### src/rtl/pll_cfg_seq_if.sv
// Configuration request channel into pll_cfg_seq: one divider/enable update per handshake.
interface pll_cfg_seq_if;
    logic       cfg_valid;
    logic       cfg_ready;
    logic [1:0] cfg_sel;
    logic [3:0] cfg_fb;
    logic [3:0] cfg_out;
    logic       cfg_en;

    modport master (output cfg_valid, output cfg_sel, output cfg_fb, output cfg_out,
                    output cfg_en, input cfg_ready);
    modport slave  (input cfg_valid, input cfg_sel, input cfg_fb, input cfg_out,
                    input cfg_en, output cfg_ready);
endinterface

### src/rtl/pll_cfg_seq.sv
// Four-channel PLL macro controller: sequences disable -> apply dividers -> re-enable ->
// settle -> ADC duty measurement for one channel per accepted request.
module pll_cfg_seq #(
    parameter int unsigned DIS_CYC    = 4,
    parameter int unsigned SETTLE_CYC = 1024,
    parameter int unsigned ADC_WIN    = 256,
    parameter logic [3:0]  DIV_RST    = 4'd1,
    localparam int unsigned ADC_W     = $clog2(ADC_WIN + 1)
) (
    input  logic              clk,
    input  logic              rst_n,
    pll_cfg_seq_if.slave      cfg,
    output logic [15:0]       div_fb,
    output logic [15:0]       div_out,
    output logic [3:0]        enb,
    input  logic              adc_in,
    output logic [3:0]        locked,
    output logic [ADC_W-1:0]  adc_count,
    output logic              done
);

    localparam int unsigned MAX_A   = (SETTLE_CYC > ADC_WIN) ? SETTLE_CYC : ADC_WIN;
    localparam int unsigned MAX_CYC = (MAX_A > DIS_CYC) ? MAX_A : DIS_CYC;
    localparam int unsigned CNT_W   = $clog2(MAX_CYC + 1);

    typedef enum logic [2:0] {IDLE, DISABLE, APPLY, SETTLE, MEASURE} state_t;

    state_t             state_q, state_n;
    logic [CNT_W-1:0]   cnt_q, cnt_n;
    logic [ADC_W-1:0]   samp_q, samp_n, samp_inc;
    logic [1:0]         sel_q, sel_n;
    logic [3:0]         fb_q, fb_n, out_q, out_n;
    logic               en_q, en_n;
    logic [15:0]        div_fb_n, div_out_n;
    logic [3:0]         enb_n, locked_n;
    logic [ADC_W-1:0]   adc_count_n;
    logic               done_n, ready_q, ready_n;
    logic               adc_meta, adc_s;
    logic               accept;

    assign cfg.cfg_ready = ready_q;
    assign accept        = cfg.cfg_valid && ready_q;

    // adc_in is asynchronous to clk
    always_ff @(posedge clk or negedge rst_n) begin
        if (!rst_n) begin
            adc_meta <= 1'b0;
            adc_s    <= 1'b0;
        end else begin
            adc_meta <= adc_in;
            adc_s    <= adc_meta;
        end
    end

    always_ff @(posedge clk or negedge rst_n) begin
        if (!rst_n) begin
            state_q   <= IDLE;
            cnt_q     <= '0;
            samp_q    <= '0;
            sel_q     <= '0;
            fb_q      <= '0;
            out_q     <= '0;
            en_q      <= 1'b0;
            div_fb    <= {4{DIV_RST}};
            div_out   <= {4{DIV_RST}};
            enb       <= 4'hF;
            locked    <= 4'h0;
            adc_count <= '0;
            done      <= 1'b0;
            ready_q   <= 1'b1;
        end else begin
            state_q   <= state_n;
            cnt_q     <= cnt_n;
            samp_q    <= samp_n;
            sel_q     <= sel_n;
            fb_q      <= fb_n;
            out_q     <= out_n;
            en_q      <= en_n;
            div_fb    <= div_fb_n;
            div_out   <= div_out_n;
            enb       <= enb_n;
            locked    <= locked_n;
            adc_count <= adc_count_n;
            done      <= done_n;
            ready_q   <= ready_n;
        end
    end

    // Next state, counters and macro pin updates; only channel sel_q is ever touched.
    always_comb begin
        state_n     = state_q;
        cnt_n       = cnt_q;
        samp_n      = samp_q;
        sel_n       = sel_q;
        fb_n        = fb_q;
        out_n       = out_q;
        en_n        = en_q;
        div_fb_n    = div_fb;
        div_out_n   = div_out;
        enb_n       = enb;
        locked_n    = locked;
        adc_count_n = adc_count;
        done_n      = 1'b0;
        samp_inc    = (samp_q >= ADC_W'(ADC_WIN)) ? samp_q : samp_q + ADC_W'(adc_s);

        unique case (state_q)
            IDLE: begin
                if (accept) begin
                    sel_n                 = cfg.cfg_sel;
                    fb_n                  = cfg.cfg_fb;
                    out_n                 = cfg.cfg_out;
                    en_n                  = cfg.cfg_en;
                    enb_n[cfg.cfg_sel]    = 1'b1;
                    locked_n[cfg.cfg_sel] = 1'b0;
                    cnt_n                 = CNT_W'(DIS_CYC - 1);
                    state_n               = DISABLE;
                end
            end
            DISABLE: begin
                if (cnt_q == '0) begin
                    cnt_n   = '0;
                    state_n = APPLY;
                end else begin
                    cnt_n = cnt_q - CNT_W'(1);
                end
            end
            APPLY: begin
                // Dividers move while the channel is still disabled; enable follows on the same edge.
                div_fb_n[{sel_q, 2'b00} +: 4]  = fb_q;
                div_out_n[{sel_q, 2'b00} +: 4] = out_q;
                if (en_q) begin
                    enb_n[sel_q] = 1'b0;
                    cnt_n        = CNT_W'(SETTLE_CYC - 1);
                    state_n      = SETTLE;
                end else begin
                    done_n  = 1'b1;
                    state_n = IDLE;
                end
            end
            SETTLE: begin
                if (cnt_q == '0) begin
                    cnt_n   = CNT_W'(ADC_WIN - 1);
                    samp_n  = '0;
                    state_n = MEASURE;
                end else begin
                    cnt_n = cnt_q - CNT_W'(1);
                end
            end
            MEASURE: begin
                samp_n = samp_inc;
                if (cnt_q == '0) begin
                    adc_count_n     = samp_inc;
                    locked_n[sel_q] = 1'b1;
                    done_n          = 1'b1;
                    state_n         = IDLE;
                end else begin
                    cnt_n = cnt_q - CNT_W'(1);
                end
            end
            default: state_n = IDLE;
        endcase

        ready_n = (state_n == IDLE);
    end

endmodule

### src/flat_wrapper.sv
// flat-port wrapper written by rule: the top's interface ports become plain ports
module pll_cfg_seq_flat 
#(
    parameter int unsigned DIS_CYC    = 4,
    parameter int unsigned SETTLE_CYC = 1024,
    parameter int unsigned ADC_WIN    = 256,
    parameter logic [3:0]  DIV_RST    = 4'd1,
    localparam int unsigned ADC_W     = $clog2(ADC_WIN + 1)
)
  (clk, rst_n, div_fb, div_out, enb, adc_in, locked, adc_count, done, cfg_cfg_valid, cfg_cfg_sel, cfg_cfg_fb, cfg_cfg_out, cfg_cfg_en, cfg_cfg_ready);
  pll_cfg_seq_if cfg_i ();
  input  logic clk;
  input  logic rst_n;
  output logic [15:0] div_fb;
  output logic [15:0] div_out;
  output logic [3:0] enb;
  input  logic adc_in;
  output logic [3:0] locked;
  output logic [ADC_W-1:0] adc_count;
  output logic done;
  input wire logic [$bits(cfg_i.cfg_valid)-1:0] cfg_cfg_valid;
  input wire logic [$bits(cfg_i.cfg_sel)-1:0] cfg_cfg_sel;
  input wire logic [$bits(cfg_i.cfg_fb)-1:0] cfg_cfg_fb;
  input wire logic [$bits(cfg_i.cfg_out)-1:0] cfg_cfg_out;
  input wire logic [$bits(cfg_i.cfg_en)-1:0] cfg_cfg_en;
  output wire logic [$bits(cfg_i.cfg_ready)-1:0] cfg_cfg_ready;
  assign cfg_i.cfg_valid = cfg_cfg_valid;
  assign cfg_i.cfg_sel = cfg_cfg_sel;
  assign cfg_i.cfg_fb = cfg_cfg_fb;
  assign cfg_i.cfg_out = cfg_cfg_out;
  assign cfg_i.cfg_en = cfg_cfg_en;
  assign cfg_cfg_ready = cfg_i.cfg_ready;
  pll_cfg_seq #(.DIS_CYC(DIS_CYC), .SETTLE_CYC(SETTLE_CYC), .ADC_WIN(ADC_WIN), .DIV_RST(DIV_RST)) u_core (.clk(clk), .rst_n(rst_n), .cfg(cfg_i), .div_fb(div_fb), .div_out(div_out), .enb(enb), .adc_in(adc_in), .locked(locked), .adc_count(adc_count), .done(done));
endmodule
### config.mk
export PLATFORM = sky130hd
export DESIGN_NAME = pll_cfg_seq_flat
export DESIGN_NICKNAME = d
export VERILOG_FILES = /design/src/rtl/pll_cfg_seq_if.sv /design/src/rtl/pll_cfg_seq.sv /design/src/flat_wrapper.sv
export SDC_FILE = /design/constraint.sdc
export NUM_CORES = 1
export LEC_CHECK = 0
export CAP_MARGIN = 20
export CORE_MARGIN = 3
export CORE_UTILIZATION = 54
export CTS_CLUSTER_SIZE = 30
export DETAILED_ROUTE_END_ITERATION = 6
export PLACE_DENSITY = 0.78
export SLEW_MARGIN = 20
export SYNTH_ARGS = -nofsm -noshare
export SYNTH_HDL_FRONTEND = slang
export SYNTH_SLANG_ARGS = --single-unit
### constraint.sdc
create_clock -name clk -period 2.73 [get_ports clk]
set_input_delay 0.6825 -clock clk [delete_from_list [all_inputs] [get_ports clk]]
set_output_delay 0.6825 -clock clk [all_outputs]
set_load 0.02 [all_outputs]
Yosys cells after proc, flatten, opt, wreduce, memory -nomap -nowiden
Cells that the tools add are included.
- bits in registers: 87
- bits in latches: 0
- bits in writable memories: 0
- ROM bits: 0
- output and inout bits: 51
- memories kept: 0
- add/sub/neg operators: 3
- $mul: 0
- div/mod/pow operators: 0
- magnitude comparators: 5
- equal/unequal tests: 9
- shift operators: 3
- muxes and demuxes: 30
- bitwise logic cells: 6
- reduce and logical (&&, ||, !) cells: 16
- operators by type and width (cell ; number):
    11-bit two-way mux ; 5
    11-bit case mux with 5 select lines ; 1
    16-bit bitwise mux ; 2
    4-bit by 6-bit variable part select with 16-bit output ; 2
    9-bit two-way mux ; 2
    9-bit case mux with 2 select lines ; 1
    4-bit two-way mux ; 4
    4-bit case mux with 2 select lines ; 2
    4-bit by 6-bit variable shift with 16-bit output (first input constant) ; 1
    3-bit case mux with 5 select lines ; 1
    3-bit two-way mux ; 4
    11-bit logical NOT ; 1
    11-bit by 1-bit subtractor with 11-bit output (second input constant) ; 1
    9-bit by 1-bit adder with 9-bit output ; 1
    9-bit greater-or-equal comparator (second input constant) ; 1
    4-bit AND ; 2
    2-bit by 1-bit inequality test with 1-bit output (second input constant) ; 4
    4-bit NOT ; 2
    4-bit OR ; 2
    3-bit by 2-bit equality test with 1-bit output (second input constant) ; 2
    3-bit logical NOT ; 2
    2-bit by 3-bit < comparator with 1-bit output (second input constant) ; 2
    4-bit negation with 6-bit output ; 1
    2-bit AND reduction ; 3
    13 further kinds ; 23

Longest topological paths before layout
Gate-level depths: netlist (run 1).
- word-level depth: 8
- gate-level depth with buffers: 8
- depth with buffers taken out: 7

Worst setup path before layout (run 1)
Ideal clock, no wire load.
- path kind: register to register
- start: reg u_core.cnt_q[3]
- end: reg u_core.samp_q[3]
- library setup time: 132 ps
- arrival time: 1836 ps
- slack: 762 ps
- cell stages (with the launch flop): 6
- cell sequence: dfrtp_1 > or4_4 > nor4b_4 > a31oi_1 > o21ai_0 > o31ai_1
- word-level cells in the longest chain between the ends: 3
- ends and longest elaborated chain (what ; line ; RTL):
    from (decl) ; pll_cfg_seq.sv:29 ; logic [CNT_W-1:0] cnt_q, cnt_n;
    from (signal assigned) ; pll_cfg_seq.sv:73 ; cnt_q <= cnt_n;
    11-bit logical NOT ; pll_cfg_seq.sv:141 ; if (cnt_q == '0) begin
    2-bit by 1-bit inequality test with 1-bit output (no source line) ; -- ;
    2-bit AND reduction (no source line) ; -- ;
    to (signal assigned) ; pll_cfg_seq.sv:74 ; samp_q <= samp_n;
    to (decl) ; pll_cfg_seq.sv:30 ; logic [ADC_W-1:0] samp_q, samp_n, samp_inc;
No other way between the ends.
A chain may end at the register's enable or synchronous reset.

Final worst setup path (run 1)
- start: reg u_core.cnt_q[7]
- end: reg u_core.cnt_q[9]
- word-level cells in the longest chain between the ends: 3
- ends and longest elaborated chain (what ; line ; RTL):
    11-bit by 1-bit subtractor with 11-bit output / 11-bit logical NOT (equally long branches) ; -- ;
    11-bit two-way mux (tied with other cells) ; pll_cfg_seq.sv:151 ; if (cnt_q == '0) begin
    11-bit case mux with 5 select lines / 4-bit AND reduction (equally long branches) ; -- ;
Parallel ways exist; a longest one is shown, timed or not. The select of a mux whose other input is x is not followed.

==> run metrics, run 1 <==
synth-to-layout area growth=24.77%; die area=8808 um2; yosys warns=0; Synth Flop Type=dfrtp_1; Setup CP Type=reg2reg; GRT Total Usage=23.74%; Critical Path Start Type=flip-flop; vias per cell=5.660; largest net degree at the start of global routing=50; status=finished, final reports clean; post-DP HPWL=6964 um; number of hold buffers added after CTS=0; num ports=66; area occupied by multi-input gates=1842 um2; diode count=0; first-pass GRT wire length=16420 um; number of global-route vias before repair=3469; Seq/Total Area, Yosys=52.63%; Post-synth EDFFs=0; CTS HTree Levels=3; CP Capture Type=flip-flop; CP max FO=9; critical-path cell list=nor4_1 > nand4b_1 > a21oi_1 > or2_2 > o221ai_1; clock slew at reported path FFs=80 ps; WHS=345.6 ps; die width=93.85 um; NumNets Final=541; fmax=434.9 MHz; leading post-synthesis cells by cell area=dfrtp_1 (44%), nand2_1 (8.8%), dfstp_2 (8.2%); CTS tree=done; Arrival @ worst endpoint=2510 ps; max-cap violations=0; Area after DPL=4962 um2; Core Rows=31; # Post-CTS Setup Buffers=0; largest area contributor in the netlist=dfrtp_1; share of layout cells above drive strength 1=11.37%; fin crit period=2299 ps; period utilization=84.22%; Initial DRT Pass Iterations=5; CP top delay family=simple AND/OR/NAND/NOR gates; asr flop ratio synth=100.0%; worst relative slew slack=47.93%; 1st-iter DRT viols=190; Synth Instances=445; port bufs=65; RSZ-0062 raised after global routing=no; Sum Neg Setup Slack=0 ps; fin. max-slew vios=0; routability cong.=0.9533; CTS Buf Count=9; max incr delay on CP=490 ps; design area=5200 um2; dpl ws=357.2 ps; Final Hold Fails=0; flops & latches, synth=87; initial antenna violation count=0; Skew-Pair Late Insertion Delay=350 ps; Die Span Y=93.85 um; core footprint=7370 um2; final setup vio count=0; post-route setup slack=430.8 ps; Post-route DRC=0; Buf+Inv Stages, Crit Path=0; vias=3498; ANT nets after route=0; initial core utilization=56.55%; Synth cell types=46; worst path required time=2940 ps; GRT overflow=0; worst hold path class=in2async; mean post-synth cell area=9.366 um2; Cell Pwr Density=464.1 nW/um2; Layout Utilization=70.56%; Filler cells=575; slowest CP cell=a21oi_1; FF+latch area=2193 um2; synthesized area=4168 um2; Worst VDD drop=0.2924 mV; Clock Skews=15.15 ps; Slew @ Worst Pin=781.0 ps; Routed wire per std cell=16.00 um; Lkg Pwr=2.147 nW; post-CTS resize count=0; Clock Tree Root=clkbuf_8; post-synth top area share=44.43%; CTS sink cnt=87; syn nets=472; Max Root-Sink Buffers=2; WL final=9889 um
## final timing paths
path	start	endpoint	slack, ps	cells past startpoint
min in group clk	u_core.adc_meta$_DFF_PN0_	u_core.adc_s$_DFF_PN0_	360	0
max reg2reg	u_core.cnt_q[7]$_DFFE_PN0P_	u_core.cnt_q[9]$_DFFE_PN0P_	430	5
min reg2reg	u_core.adc_meta$_DFF_PN0_	u_core.adc_s$_DFF_PN0_	360	0
max	u_core.cnt_q[7]$_DFFE_PN0P_	u_core.cnt_q[9]$_DFFE_PN0P_	430	5
max in group asynchronous	rst_n	u_core.enb[3]$_DFFE_PN1P_	1680	2
min	rst_n	u_core.div_out[2]$_DFFE_PN0P_	350	1
## through the flow
step | instances | total power, mW
2_1_floorplan | 445 | 1.319
3_3_place_gp | 602 | 1.372
3_5_place_dp | 602 | 1.373
4_1_cts | 618 | 2.431
5_1_grt | 618 | 2.498
6_report | 618 | 2.413
## metal layers
layer / GRT usage, % / up-vias / share of wire (%)
met2: 41.93 / 125 / 52
met4: 8.664 / 0 / 1.9
met3: 3.446 / 17 / 4.7
met1: 29.44 / 1682 / 41
met5: 0 / - / 0
li1: - / 1674 / -
## layout make-up
type                    count  area share, %
clock inverters             5          2.045
inverters                  16          1.155
well taps                  99          2.382
flip-flops and latches     87          42.18
clock buffers              11          2.526
repair buffers             76          14.29
multi-input cells         324          35.42
## cells in the final DEF, fill, tap and decap left out, types with 2 or more instances in the layout
| cell type | Yosys | layout |
|---|---|---|
| nand4b_1 | 2 | 2 |
| nand3_1 | 9 | 9 |
| a21oi_1 | 34 | 34 |
| or2_2 | 3 | 3 |
| o21ai_0 | 53 | 53 |
| mux2i_1 | 2 | 2 |
| xor2_1 | 2 | 2 |
| inv_1 | 16 | 16 |
| and2_1 | 3 | 3 |
| bufinv_16 | 0 | 3 |
| a31oi_1 | 6 | 6 |
| or4_4 | 2 | 2 |
| clkdlybuf4s50_1 | 0 | 64 |
| nor3_1 | 5 | 5 |
| a41oi_1 | 3 | 3 |
| a21o_1 | 3 | 3 |
| buf_4 | 0 | 11 |
| nand3b_1 | 2 | 2 |
| clkbuf_1 | 14 | 2 |
| a2bb2oi_1 | 2 | 2 |
| nand2_1 | 98 | 98 |
| nor2_1 | 27 | 27 |
| o31ai_1 | 3 | 3 |
| o221ai_1 | 2 | 2 |
| dfstp_2 | 13 | 13 |
| clkbuf_8 | 0 | 9 |
| nand2b_1 | 4 | 4 |
| xnor2_1 | 4 | 4 |
| ha_1 | 12 | 12 |
| mux2_2 | 9 | 9 |
| nor3b_1 | 4 | 4 |
| and3_1 | 4 | 4 |
| nor2b_1 | 5 | 5 |
| o22ai_1 | 7 | 7 |
| dfrtp_1 | 74 | 74 |
## where the power goes
group | switching (mW) | internal (mW) | leakage [nW]
Clock | 0.454 | 0.613 | 0.114
Combinational | 0.0337 | 0.0222 | 0.936
Sequential | 0.000583 | 1.29 | 1.10
## registers in the layout, indices dropped and copies added (netlist names)
signal and cells:
u_core.locked 4, u_core.div_fb 16, u_core.en_q 1, u_core.cfg.cfg_ready 1, u_core.done 1, u_core.adc_meta 1
u_core.cnt_q 11, u_core.enb 4, u_core.adc_count 9, u_core.state_q 3, u_core.div_out 16, u_core.sel_q 2
u_core.out_q 4, u_core.fb_q 4, u_core.adc_s 1, u_core.samp_q 9
## Yosys cell counts, types with 5 or more instances
| cell type | count |
|---|---|
| a21oi_1 | 34 |
| a31oi_1 | 6 |
| clkbuf_1 | 14 |
| dfrtp_1 | 74 |
| dfstp_2 | 13 |
| ha_1 | 12 |
| inv_1 | 16 |
| mux2_2 | 9 |
| nand2_1 | 98 |
| nand3_1 | 9 |
| nor2_1 | 27 |
| nor2b_1 | 5 |
| nor3_1 | 5 |
| o21ai_0 | 53 |
| o22ai_1 | 7 |
## kinds of logic after synthesis
group / share of synthesized area (%)
flip-flops: 52.63
multiplexers: 3.272
buffers and inverters: 3.182
adder cells (fa/ha/maj): 3.602
AND/OR/NAND/NOR: 19.06
XOR/XNOR: 1.261
AO/OA/AOI/OAI: 16.99
Note: power is estimated with default switching activity, not from simulation.
==> inputs of run 2 (changes only) <==
--- a/config.mk
+++ b/config.mk
@@ -7,10 +7,10 @@
 export LEC_CHECK = 0
 export CAP_MARGIN = 20
 export CORE_MARGIN = 3
-export CORE_UTILIZATION = 54
+export CORE_UTILIZATION = 48
 export CTS_CLUSTER_SIZE = 30
 export DETAILED_ROUTE_END_ITERATION = 6
-export PLACE_DENSITY = 0.78
+export PLACE_DENSITY = 0.73
 export SLEW_MARGIN = 20
 export SYNTH_ARGS = -nofsm -noshare
 export SYNTH_HDL_FRONTEND = slang
==> constraint.sdc (replaced) <==
create_clock -name clk -period 2.1 [get_ports clk]
set_input_delay 0.525 -clock clk [delete_from_list [all_inputs] [get_ports clk]]
set_output_delay 0.525 -clock clk [all_outputs]
set_load 0.02 [all_outputs]
==> run 2 against run 1 <==
Effect of this change: wire length is 0.51% higher; clock skew is 3.5 ps lower; die area is 12% higher; final cell count is 4.2% higher; utilization is 6.1 points lower; global-route usage is 2.5 points lower; non-clock buffer count is 20 higher; sequential cell count stayed put; setup slack worse by 380 ps; sequential share of layout area is 1.4 points lower; critical endpoint is now enb[2]; count of clock-buffer cells in the layout is 1 higher.
==> run metrics, run 2 (synthesis results as in run 1) <==
CP top delay family=buffers and inverters; Critical Path Start Type=flip-flop; non-filler cells, final=644; Lkg Pwr=2.243 nW; post-DP HPWL=7214 um; Setup CP Type=reg2out; status=finished, final reports clean; worst path required time=1570 ps; CTS sink cnt=87; Initial DRT Pass Iterations=4; Routed wire per std cell=15.43 um; synth-to-layout area growth=29.06%; CTS HTree Levels=3; fmax=486.9 MHz; CP max FO=3; gr busiest metal=met2; fin crit period=2054 ps; vias=3479; Reg2Reg Depth=6; Core Rows=33; routability cong.=0.8709; Layout Utilization=64.49%; share of layout cells above drive strength 1=15.40%; RSZ-0062 raised after global routing=yes; initial antenna violation count=0; Die Span Y=99.18 um; num ports=66; max incr delay on CP=610 ps; largest net degree at the start of global routing=33; Cell Pwr Density=554.8 nW/um2; worst hold path class=in2async; Cells after DPL=624; Slew @ Worst Pin=444.9 ps; Post-route DRC=0; biggest regs=u_core.div_fb: 16 flops, u_core.div_out: 16 flops, u_core.cnt_q: 11 flops; number of hold buffers added after CTS=0; die area=9837 um2; core footprint=8341 um2; GRT Total Usage=21.20%; CP Capture Type=primary output; Buf+Inv Stages, Crit Path=1; first-pass GRT wire length=16930 um; most common cell after layout, fill and taps aside=nand2_1; CTS Buf Count=9; number of global-route vias before repair=3456; r2r endpoint=u_core.cnt_q[0]$_DFFE_PN0P_; met1 GRT Util=29.31%; die width=99.18 um; fin. max-slew vios=0; Max Root-Sink Buffers=2; Worst VDD drop=0.4216 mV; diode count=0; Final Hold Fails=0; commonest cells after routing, fill and taps aside=nand2_1 (98), dfrtp_1 (74), clkdlybuf4s50_1 (64), o21ai_0 (50), a21oi_1 (33); Arrival @ worst endpoint=1530 ps; initial core utilization=49.97%; max-cap violations=0; GRT overflow=0; final setup vio count=0; port bufs=65; period utilization=97.80%; Clock Tree Root=clkbuf_8; WL final=9939 um; slowest CP cell=clkdlybuf4s50_1; critical-path cell list=clkdlybuf4s50_1; worst relative slew slack=70.07%; met3 Use GR=3.156%; reg2reg setup slack=50 ps; met2 GRT Util=34.92%; clock slew at reported path FFs=80 ps; CTS tree=done; 1st-iter DRT viols=145; Skew-Pair Late Insertion Delay=350 ps; ANT nets after route=0; dpl ws=-79.39 ps; NumNets Final=561; RR Startpoint=u_core.cnt_q[2]$_DFFE_PN0P_; Clock Skews=11.61 ps; Sum Neg Setup Slack=0 ps; vias per cell=5.402; post-route setup slack=46.30 ps
## run 2: metrics by stage
stage	hold WS [ps]	instance area [um2]	power [mW]
final	80.35	5379	2.984
after global routing	88.14	5379	3.074
after CTS	81.72	5350	3.000
after detailed placement	340.5	5127	1.789
after global placement	339.4	5127	1.788
after floorplan	229.4	4168	1.715
## run 2: repair_timing
action / 4_1_cts / 5_1_grt
pin swaps: 1 / 5
buffers inserted: 1 / 3
gates resized for setup: 1 / 5
setup endpoints to repair: 9 / 20
hold endpoints to repair: 0 / 0
## run 2: power breakdown
| part | switching [mW] | internal (mW) | leakage, nW |
|---|---|---|---|
| logic | 0.0443 | 0.0326 | 1.05 |
| clock network | 0.611 | 0.618 | 0.0988 |
| registers | 0.000499 | 1.68 | 1.10 |
| total | 0.656 | 2.33 | 2.24 |
## run 2: worst max-delay path by stage
stage	startpoint	endpoint	cells after the start
final	u_core.enb[2]$_DFFE_PN1P_	enb[2]	1
after global placement	u_core.cnt_q[3]$_DFFE_PN0P_	u_core.samp_q[6]$_DFFE_PN0P_	5
after CTS	u_core.cnt_q[7]$_DFFE_PN0P_	u_core.cnt_q[0]$_DFFE_PN0P_	7
after detailed placement	u_core.cnt_q[3]$_DFFE_PN0P_	u_core.samp_q[6]$_DFFE_PN0P_	5
after global routing	u_core.cnt_q[2]$_DFFE_PN0P_	u_core.cnt_q[0]$_DFFE_PN0P_	6
after floorplan	u_core.cnt_q[3]$_DFFE_PN0P_	u_core.samp_q[3]$_DFFE_PN0P_	5
## run 2: metal layers
layer	wire length, um	vias to the layer above
met5	0	-
met4	123	0
met3	475	11
met2	4835	94
met1	4505	1657
li1	-	1717
## run 2: area by class of cell
class	instances	area, um2
Clock buffer	12	155.1
Clock inverter	4	53.80
Fill cell	707	2962
Inverter	16	60.06
Multi-Input combinational cell	324	1854
Sequential cell	87	2193
Tap cell	105	131.4
Timing Repair Buffer	96	930.9
